File: src/rtl/elliptic_curve_structs.sv
// Shared field-element sizing for the elliptic-curve datapath.
package elliptic_curve_structs;
    localparam int P_WIDTH = 64;
endpackage

File: src/rtl/shift_add_multiplier.sv
// Radix-2 shift-and-add multiplier producing a full 2*WIDTH-bit product, one adder.
// Build option: SHIFT_ADD_MULTIPLIER_EARLY_TERM_EN ends a run once the multiplier has no set bits left.
//
// state | meaning
// IDLE  | no result yet
// RUN   | iterating, one partial product per clock
// DONE  | result held on ab, done high
module shift_add_multiplier
    import elliptic_curve_structs::*;
#(
    parameter int WIDTH = P_WIDTH
) (
    input  logic                 clk,
    input  logic                 reset,
    input  logic                 start,
    input  logic [WIDTH-1:0]     a,
    input  logic [WIDTH-1:0]     b,
    output logic                 busy,
    output logic                 done,
    output logic [2*WIDTH-1:0]   ab
);
    localparam int CNT_W = $clog2(WIDTH + 1);

    typedef enum logic [1:0] {
        IDLE,
        RUN,
        DONE
    } state_t;

    state_t             state_q, state_d;
    logic [2*WIDTH-1:0] mcand_q, acc_q, ab_q, acc_next;
    logic [WIDTH-1:0]   mplier_q, mplier_shift;
    logic [CNT_W-1:0]   cnt_q;
    logic               busy_q, done_q;
    logic               accept, last_step;

    always_comb begin
        acc_next     = acc_q + (mplier_q[0] ? mcand_q : '0);
        mplier_shift = mplier_q >> 1;
        accept       = start && (state_q != RUN);
        last_step    = (cnt_q == CNT_W'(WIDTH - 1));
`ifdef SHIFT_ADD_MULTIPLIER_EARLY_TERM_EN
        // No remaining multiplier bits means acc_next is already the final product.
        last_step    = last_step || (mplier_shift == '0);
`endif
        state_d = state_q;
        case (state_q)
            IDLE, DONE: if (accept) state_d = RUN;
            RUN:        if (last_step) state_d = DONE;
            default:    state_d = IDLE;
        endcase
    end

    always_ff @(posedge clk or posedge reset) begin
        if (reset) begin
            state_q  <= IDLE;
            mcand_q  <= '0;
            mplier_q <= '0;
            acc_q    <= '0;
            ab_q     <= '0;
            cnt_q    <= '0;
            busy_q   <= 1'b0;
            done_q   <= 1'b0;
        end else begin
            state_q <= state_d;
            if (accept) begin
                mcand_q  <= {{WIDTH{1'b0}}, a};
                mplier_q <= b;
                acc_q    <= '0;
                cnt_q    <= '0;
                done_q   <= 1'b0;
                busy_q   <= 1'b1;
            end else if (state_q == RUN) begin
                acc_q    <= acc_next;
                mcand_q  <= mcand_q << 1;
                mplier_q <= mplier_shift;
                cnt_q    <= cnt_q + CNT_W'(1);
                if (last_step) begin
                    ab_q   <= acc_next;
                    done_q <= 1'b1;
                    busy_q <= 1'b0;
                end
            end
        end
    end

    assign busy = busy_q;
    assign done = done_q;
    assign ab   = ab_q;

endmodule

File: config.mk
export PLATFORM = sky130hd
export DESIGN_NAME = shift_add_multiplier
export DESIGN_NICKNAME = d
export VERILOG_FILES = /design/src/rtl/elliptic_curve_structs.sv /design/src/rtl/shift_add_multiplier.sv
export SDC_FILE = /design/constraint.sdc
export NUM_CORES = 1
export LEC_CHECK = 0
export ABC_AREA = 1
export CAP_MARGIN = 30
export CORE_MARGIN = 5
export CORE_UTILIZATION = 40
export CTS_CLUSTER_SIZE = 10
export DETAILED_ROUTE_END_ITERATION = 8
export SLEW_MARGIN = 15
export SYNTH_ARGS = -nofsm -noshare
export SYNTH_HDL_FRONTEND = slang
export SYNTH_SLANG_ARGS = --single-unit
export TNS_END_PERCENT = 30
File: constraint.sdc
create_clock -name clk -period 22.2 [get_ports clk]
set_input_delay 4.44 -clock clk [delete_from_list [all_inputs] [get_ports clk]]
set_output_delay 4.44 -clock clk [all_outputs]
set_load 0.02 [all_outputs]
==> out/qor.txt, run 1 <==
Status: finished, final reports clean
Flops & latches, synth: 459
Worst Setup End Kind: async pin
Fillers: 8,655
Period utilization: 31.9%
Transition time of the tightest slew-check pin: 1.03 ns
CTS tree: yes
Skew final: 0.0634 ns
F_max: 141 MHz
Ports: 261
Max layer used: met4
Syn Inst Count: 5,193
Slew Viols, Final: 0
Die ar.: 87,100 sq um
Met3 WL: 8.15 mm
YS warnings: 0
Post-synth EDFFs: 0
Hold buffer count at cts: 0
Starting density of the core: 40.4%
PortBufs: 260
H-tree depth: 2
Ys flop type: dfrtp_1
Async set or reset register ratio after synthesis: 100%
Final number of hold-violating endpoints: 0
Routed met1 length: 58.9 mm
Setup-failing EPs final: 0
Period minus WS final: 7.08 ns
Placeable Area: 80,500 sq um
Drt total wl: 121 mm
Final nets: 5,667
Drt initial violations: 2,566
Crit path DAT: 7.76 ns
Die height: 295 um
CTS buffer count: 54
Worst EP required: 22.88 ns
Vias in the first global route: 30,400
Max clock buf depth: 3
Drt drc: 0
Worst skew pair latency: 0.66 ns
Post-CTS Resized: 0
DR vias: 31,800
Register area share after synthesis: 35.3%
Distinct cells, synth: 39
Syn Nets: 5,453
Share of cells above drive strength 1: 4.77%
Slew HR: 31.0%
Clock tree root buffer cell: clkbuf_16
Antenna violations before repair: 1
Met2 Routed Length: 50.6 mm
LEAKAGE: 21.3 nW
Fin util: 46.9%
ANT nets after route: 0
Routed vias/inst: 4.90
Placer Congestion: 1.08
Post-DP HPWL: 96.7 mm
Syn_area_per_cell: 6.26 sq um
Hold Path Class: flop to flop
Clk sink count: 459
Post-CTS setup buffer count: 0
Synth Cell Area: 32,500 sq um
# rows: 104
All-layer global routing usage: 27.2%
WS Path Type: input pin to async pin
CP Launch Type: input pin
First-pass GRT wire length: 183 mm
Setup TNS: 0 ns
Worst VDD drop: 0.0770 mV
RSZ-0062 raised after global routing: false
Avg WL per Cell: 18.6 um
CP Max Fanout: 94
Global route total overflow: 0
DR pass1 iterations: 6
Pin count of the biggest net entering global routing: 144
Total chip power: 4.29 mW
Clk slew on worst S/H paths: 0.05 ns
Area Overhead vs Synth: 16.1%
Max cap viols: 0
Pwr per Cell Area: 114 nW/um^2
Die W: 295 um
-- worst paths after layout --
path                            depth (start not counted)  slack, ns                     from                        to
worst max-delay path                                    5      15.12                    reset        ab[79]$_DFFE_PP0P_
min in group asynchronous                               2       4.28                    reset  mplier_q[47]$_DFFE_PP0P_
worst max register to register                         15      17.51  mplier_q[0]$_DFFE_PP0P_       ab[122]$_DFFE_PP0P_
max in group clk                                        1      16.02       ab[61]$_DFFE_PP0P_                    ab[61]
worst min-delay path                                    2       0.47       ab[74]$_DFFE_PP0P_        ab[74]$_DFFE_PP0P_
worst min register to register                          2       0.47       ab[74]$_DFFE_PP0P_        ab[74]$_DFFE_PP0P_
-- worst max-delay path: stages --
cell,delay [ns]
clkdlybuf4s50_1,0.49
inv_8,0.49
buf_4,0.75
buf_4,0.77
buf_4,0.63
-- per-layer routing --
layer / vias up / track usage (%)
met1: 14700 / 41.5
met2: 887 / 41.0
met4: 0 / 6.06
met3: 140 / 3.97
met5: - / 0
li1: 16000 / -
-- stage by stage --
step | instances | worst slack [ns] | area, sq um | hold WS [ns]
2_1_floorplan | 5193 | 4.96 | 32500 | 0.443
3_3_place_gp | 6410 | 14.34 | 36100 | 0.459
3_5_place_dp | 6410 | 14.32 | 36100 | 0.465
4_1_cts | 6484 | 14.96 | 37700 | 0.482
5_1_grt | 6486 | 14.60 | 37800 | 0.499
6_report | 6486 | 15.12 | 37800 | 0.474
-- cells in the final DEF, fill, tap and decap left out, types with 20 or more instances in the layout --
cell / synthesis / layout
a21oi_1: 101 / 101
clkbuf_16: 0 / 54
clkdlybuf4s50_1: 0 / 260
dfrtp_1: 459 / 458
ha_1: 128 / 128
inv_1: 1026 / 1025
inv_2: 36 / 33
nand2_1: 2272 / 2272
nand2_2: 34 / 34
nand3_1: 284 / 283
nand4_1: 20 / 20
nor2_1: 252 / 250
nor2_2: 53 / 53
o211ai_1: 48 / 48
o21ai_0: 74 / 74
o21ai_1: 41 / 41
o22ai_1: 64 / 64
xnor2_1: 55 / 55
-- cell usage after synthesis (20+ instances only) --
master	instances	area [sq um]
nand2_2	34	213
ha_1	128	1600
xnor2_1	55	482
o211ai_1	48	360
buf_2	37	185
o22ai_1	64	400
nor2_2	53	332
nand4_1	20	125
o21ai_1	41	205
nor2_1	252	946
nand3_1	284	1420
inv_1	1026	3850
inv_2	36	135
nand2_1	2272	8530
clkbuf_1	73	274
a21oi_1	101	505
o21ai_0	74	370
dfrtp_1	459	11500
-- area by class of cell --
cell class	count	area [sq um]	share of cell area, %
Tap cell	1060	1330	3.51
Clock buffer	67	1460	3.87
Timing Repair Buffer	281	2790	7.40
Sequential cell	459	11500	30.4
Multi-Input combinational cell	3546	16500	43.8
Inverter	1065	4010	10.6
Antenna cell	1	2.50	0.00663
Clock inverter	7	135	0.358
-- cells by family after synthesis --
family,synth area share [%]
XOR/XNOR,1.70
AND/OR/NAND/NOR,37.9
flip-flops,35.3
AO/OA/AOI/OAI,6.24
buffers and inverters,13.9
adder cells (fa/ha/maj),4.99
-- registers in the layout, summed over array words and instances (netlist names) --
signal and cells:
busy 1, done 1, ab 128, mplier_q 64
mcand_q 128, state_q 2, acc_q 128, cnt_q 7
-- power breakdown --
group	internal, mW	switching, mW	total, mW
Sequential	1.17	0.212	1.38
Combinational	0.711	1.36	2.07
Clock	0.470	0.368	0.838
No activity file was read; power rests on OpenSTA's default activity.
==> inputs of run 2 (changes only) <==
- clock period: 22.2 -> 6.35 ns (I/O delays scaled with it)
==> out/qor.txt, run 2 (same netlist as run 1, synthesis figures left out) <==
Pwr per Cell Area: 404 nW/um^2
Placed Instances: 6,409
Worst Setup End Kind: flop
Hold buffer count at cts: 0
CP delay by family, top: simple AND/OR/NAND/NOR gates
Pin count of the biggest net entering global routing: 179
Avg WL per Cell: 19.4 um
Post-DP HPWL: 100 mm
Worst hold stages: 2
Post-CTS setup buffer count: 0
Worst path bufs/invs: 3
Die ar.: 87,100 sq um
R2r setup slk: 1.97 ns
F_max: 228 MHz
Ports: 261
Slew Viols, Final: 0
Placeable Area: 80,500 sq um
Max cap viols: 0
Post-CTS Resized: 0
All-layer global routing usage: 28.6%
Worst slack at placement: 2.16 ns
WS Path Type: flop to flop
Routed vias/inst: 4.92
Max stage delay on crit path: 0.86 ns
Sequence of cells on the critical path: buf_4 -> nand2_1 -> inv_1 -> ha_1 -> nand2_1 -> inv_2 -> nand2_1 -> nor2_2 -> nand4_1 -> nand3_2 -> nand3_1 -> nand2_1 -> nand2_1 -> nand2_1 -> nand2_1 -> nand3_1 -> nand2_1
Max stage delay cell, worst path: dfrtp_4
Total chip power: 15.3 mW
Period utilization: 69.1%
Final number of hold-violating endpoints: 0
Placer Congestion: 1.03
Area Overhead vs Synth: 16.9%
R2R cell count: 17
Share of cells above drive strength 1: 4.88%
Skew final: 0.0503 ns
Drt initial violations: 2,653
# rows: 104
Max clock buf depth: 3
Crit path DAT: 4.89 ns
CP Launch Type: flop
Worst EP required: 6.86 ns
RR Startpoint: mplier_q[0]$_DFFE_PP0P_
Die W: 295 um
Clk sink count: 459
Die height: 295 um
Finished Layout Cells: 6,495
Clk slew on worst S/H paths: 0.05 ns
PortBufs: 260
Antenna violations before repair: 3
Worst skew pair latency: 0.65 ns
ANT nets after route: 0
CTS buffer count: 56
Drt drc: 0
First-pass GRT wire length: 191 mm
Vias in the first global route: 30,800
Slew HR: 31.4%
Setup-failing EPs final: 0
Starting density of the core: 40.4%
Clock tree root buffer cell: clkbuf_16
Transition time of the tightest slew-check pin: 1.03 ns
Global route total overflow: 0
Period minus WS final: 4.38 ns
Worst VDD drop: 0.265 mV
CP Max Fanout: 57
Commonest non-fill, non-tap cells in the layout: nand2_1, inv_1, dfrtp_1
Sink of the worst hold path: ab[65]$_DFFE_PP0P_
RSZ-0062 raised after global routing: false
Status: finished, final reports clean
LEAKAGE: 21.4 nW
DR pass1 iterations: 6
RR Endpoint: ab[116]$_DFFE_PP0P_
Commonest non-fill, non-tap cell in the layout: nand2_1
CTS tree: yes
H-tree depth: 2
Hold Path Class: flop to flop
Final WS setup: 1.97 ns
Drt total wl: 126 mm
CP most frequent cell: nand2_1
Min-delay src: ab[65]$_DFFE_PP0P_
Final nets: 5,669
DR vias: 32,000
run 2: cell types whose count changed in the layout (fill, tap and decap cells not counted), sizes merged:
| cell | before | now |
|---|---|---|
| clkbuf | 67 | 70 |
| bufinv | 1 | 3 |
| diode | 1 | 3 |
| clkinvlp | 0 | 1 |
| clkinv | 11 | 12 |
run 2: routing by layer:
layer	share of wire, %	track usage (%)	up-vias
met5	0	0	-
met4	2.5	6.52	0
met3	6.9	4.02	152
met2	41	42.7	933
met1	49	44.0	14900
li1	-	-	16000
run 2: stage by stage:
stage          TNS [ns]  util [%]  hold slack, ns  area (sq um)
6_report              0      47.2           0.474         38000
5_1_grt               0      47.2           0.497         38000
4_1_cts               0      47.1           0.476         37900
3_5_place_dp          0      45.0           0.465         36200
3_3_place_gp          0      44.9           0.460         36200
2_1_floorplan   -519.13         -           0.443         32500
run 2: layout make-up:
class	instances	area (sq um)
diodes	3	7.51
clock buffers	70	1510
clock inverters	11	209
fillers	8701	42600
inverters	1065	4010
multi-input cells	3546	16500
flip-flops and latches	459	11500
well taps	1060	1330
repair buffers	281	2910
run 2: worst max path at each step:
stage | start | end | slack, ns | depth (start not counted)
2_1_floorplan | reset | ab[0]$_DFFE_PP0P_ | -1.13 | 1
3_3_place_gp | mplier_q[0]$_DFFE_PP0P_ | ab[116]$_DFFE_PP0P_ | 2.21 | 17
3_5_place_dp | mplier_q[0]$_DFFE_PP0P_ | ab[116]$_DFFE_PP0P_ | 2.16 | 17
4_1_cts | mplier_q[0]$_DFFE_PP0P_ | ab[116]$_DFFE_PP0P_ | 2.12 | 17
5_1_grt | mplier_q[0]$_DFFE_PP0P_ | ab[116]$_DFFE_PP0P_ | 1.74 | 17
6_report | mplier_q[0]$_DFFE_PP0P_ | ab[116]$_DFFE_PP0P_ | 1.97 | 17
run 2: worst reg2reg max path, delay by kind of cell, from the launching register on:
kind	cells	cell delay, ns
adder cells (fa/ha/maj)	1	0.22
buffers and inverters	3	0.77
AND/OR/NAND/NOR	13	2.39
flip-flops	1	0.86
run 2: report_power, final:
part / internal (mW) / switching, mW / total, mW
logic: 2.51 / 4.82 / 7.33
clock network: 1.79 / 1.31 / 3.10
registers: 4.10 / 0.811 / 4.91
total: 8.40 / 6.94 / 15.3
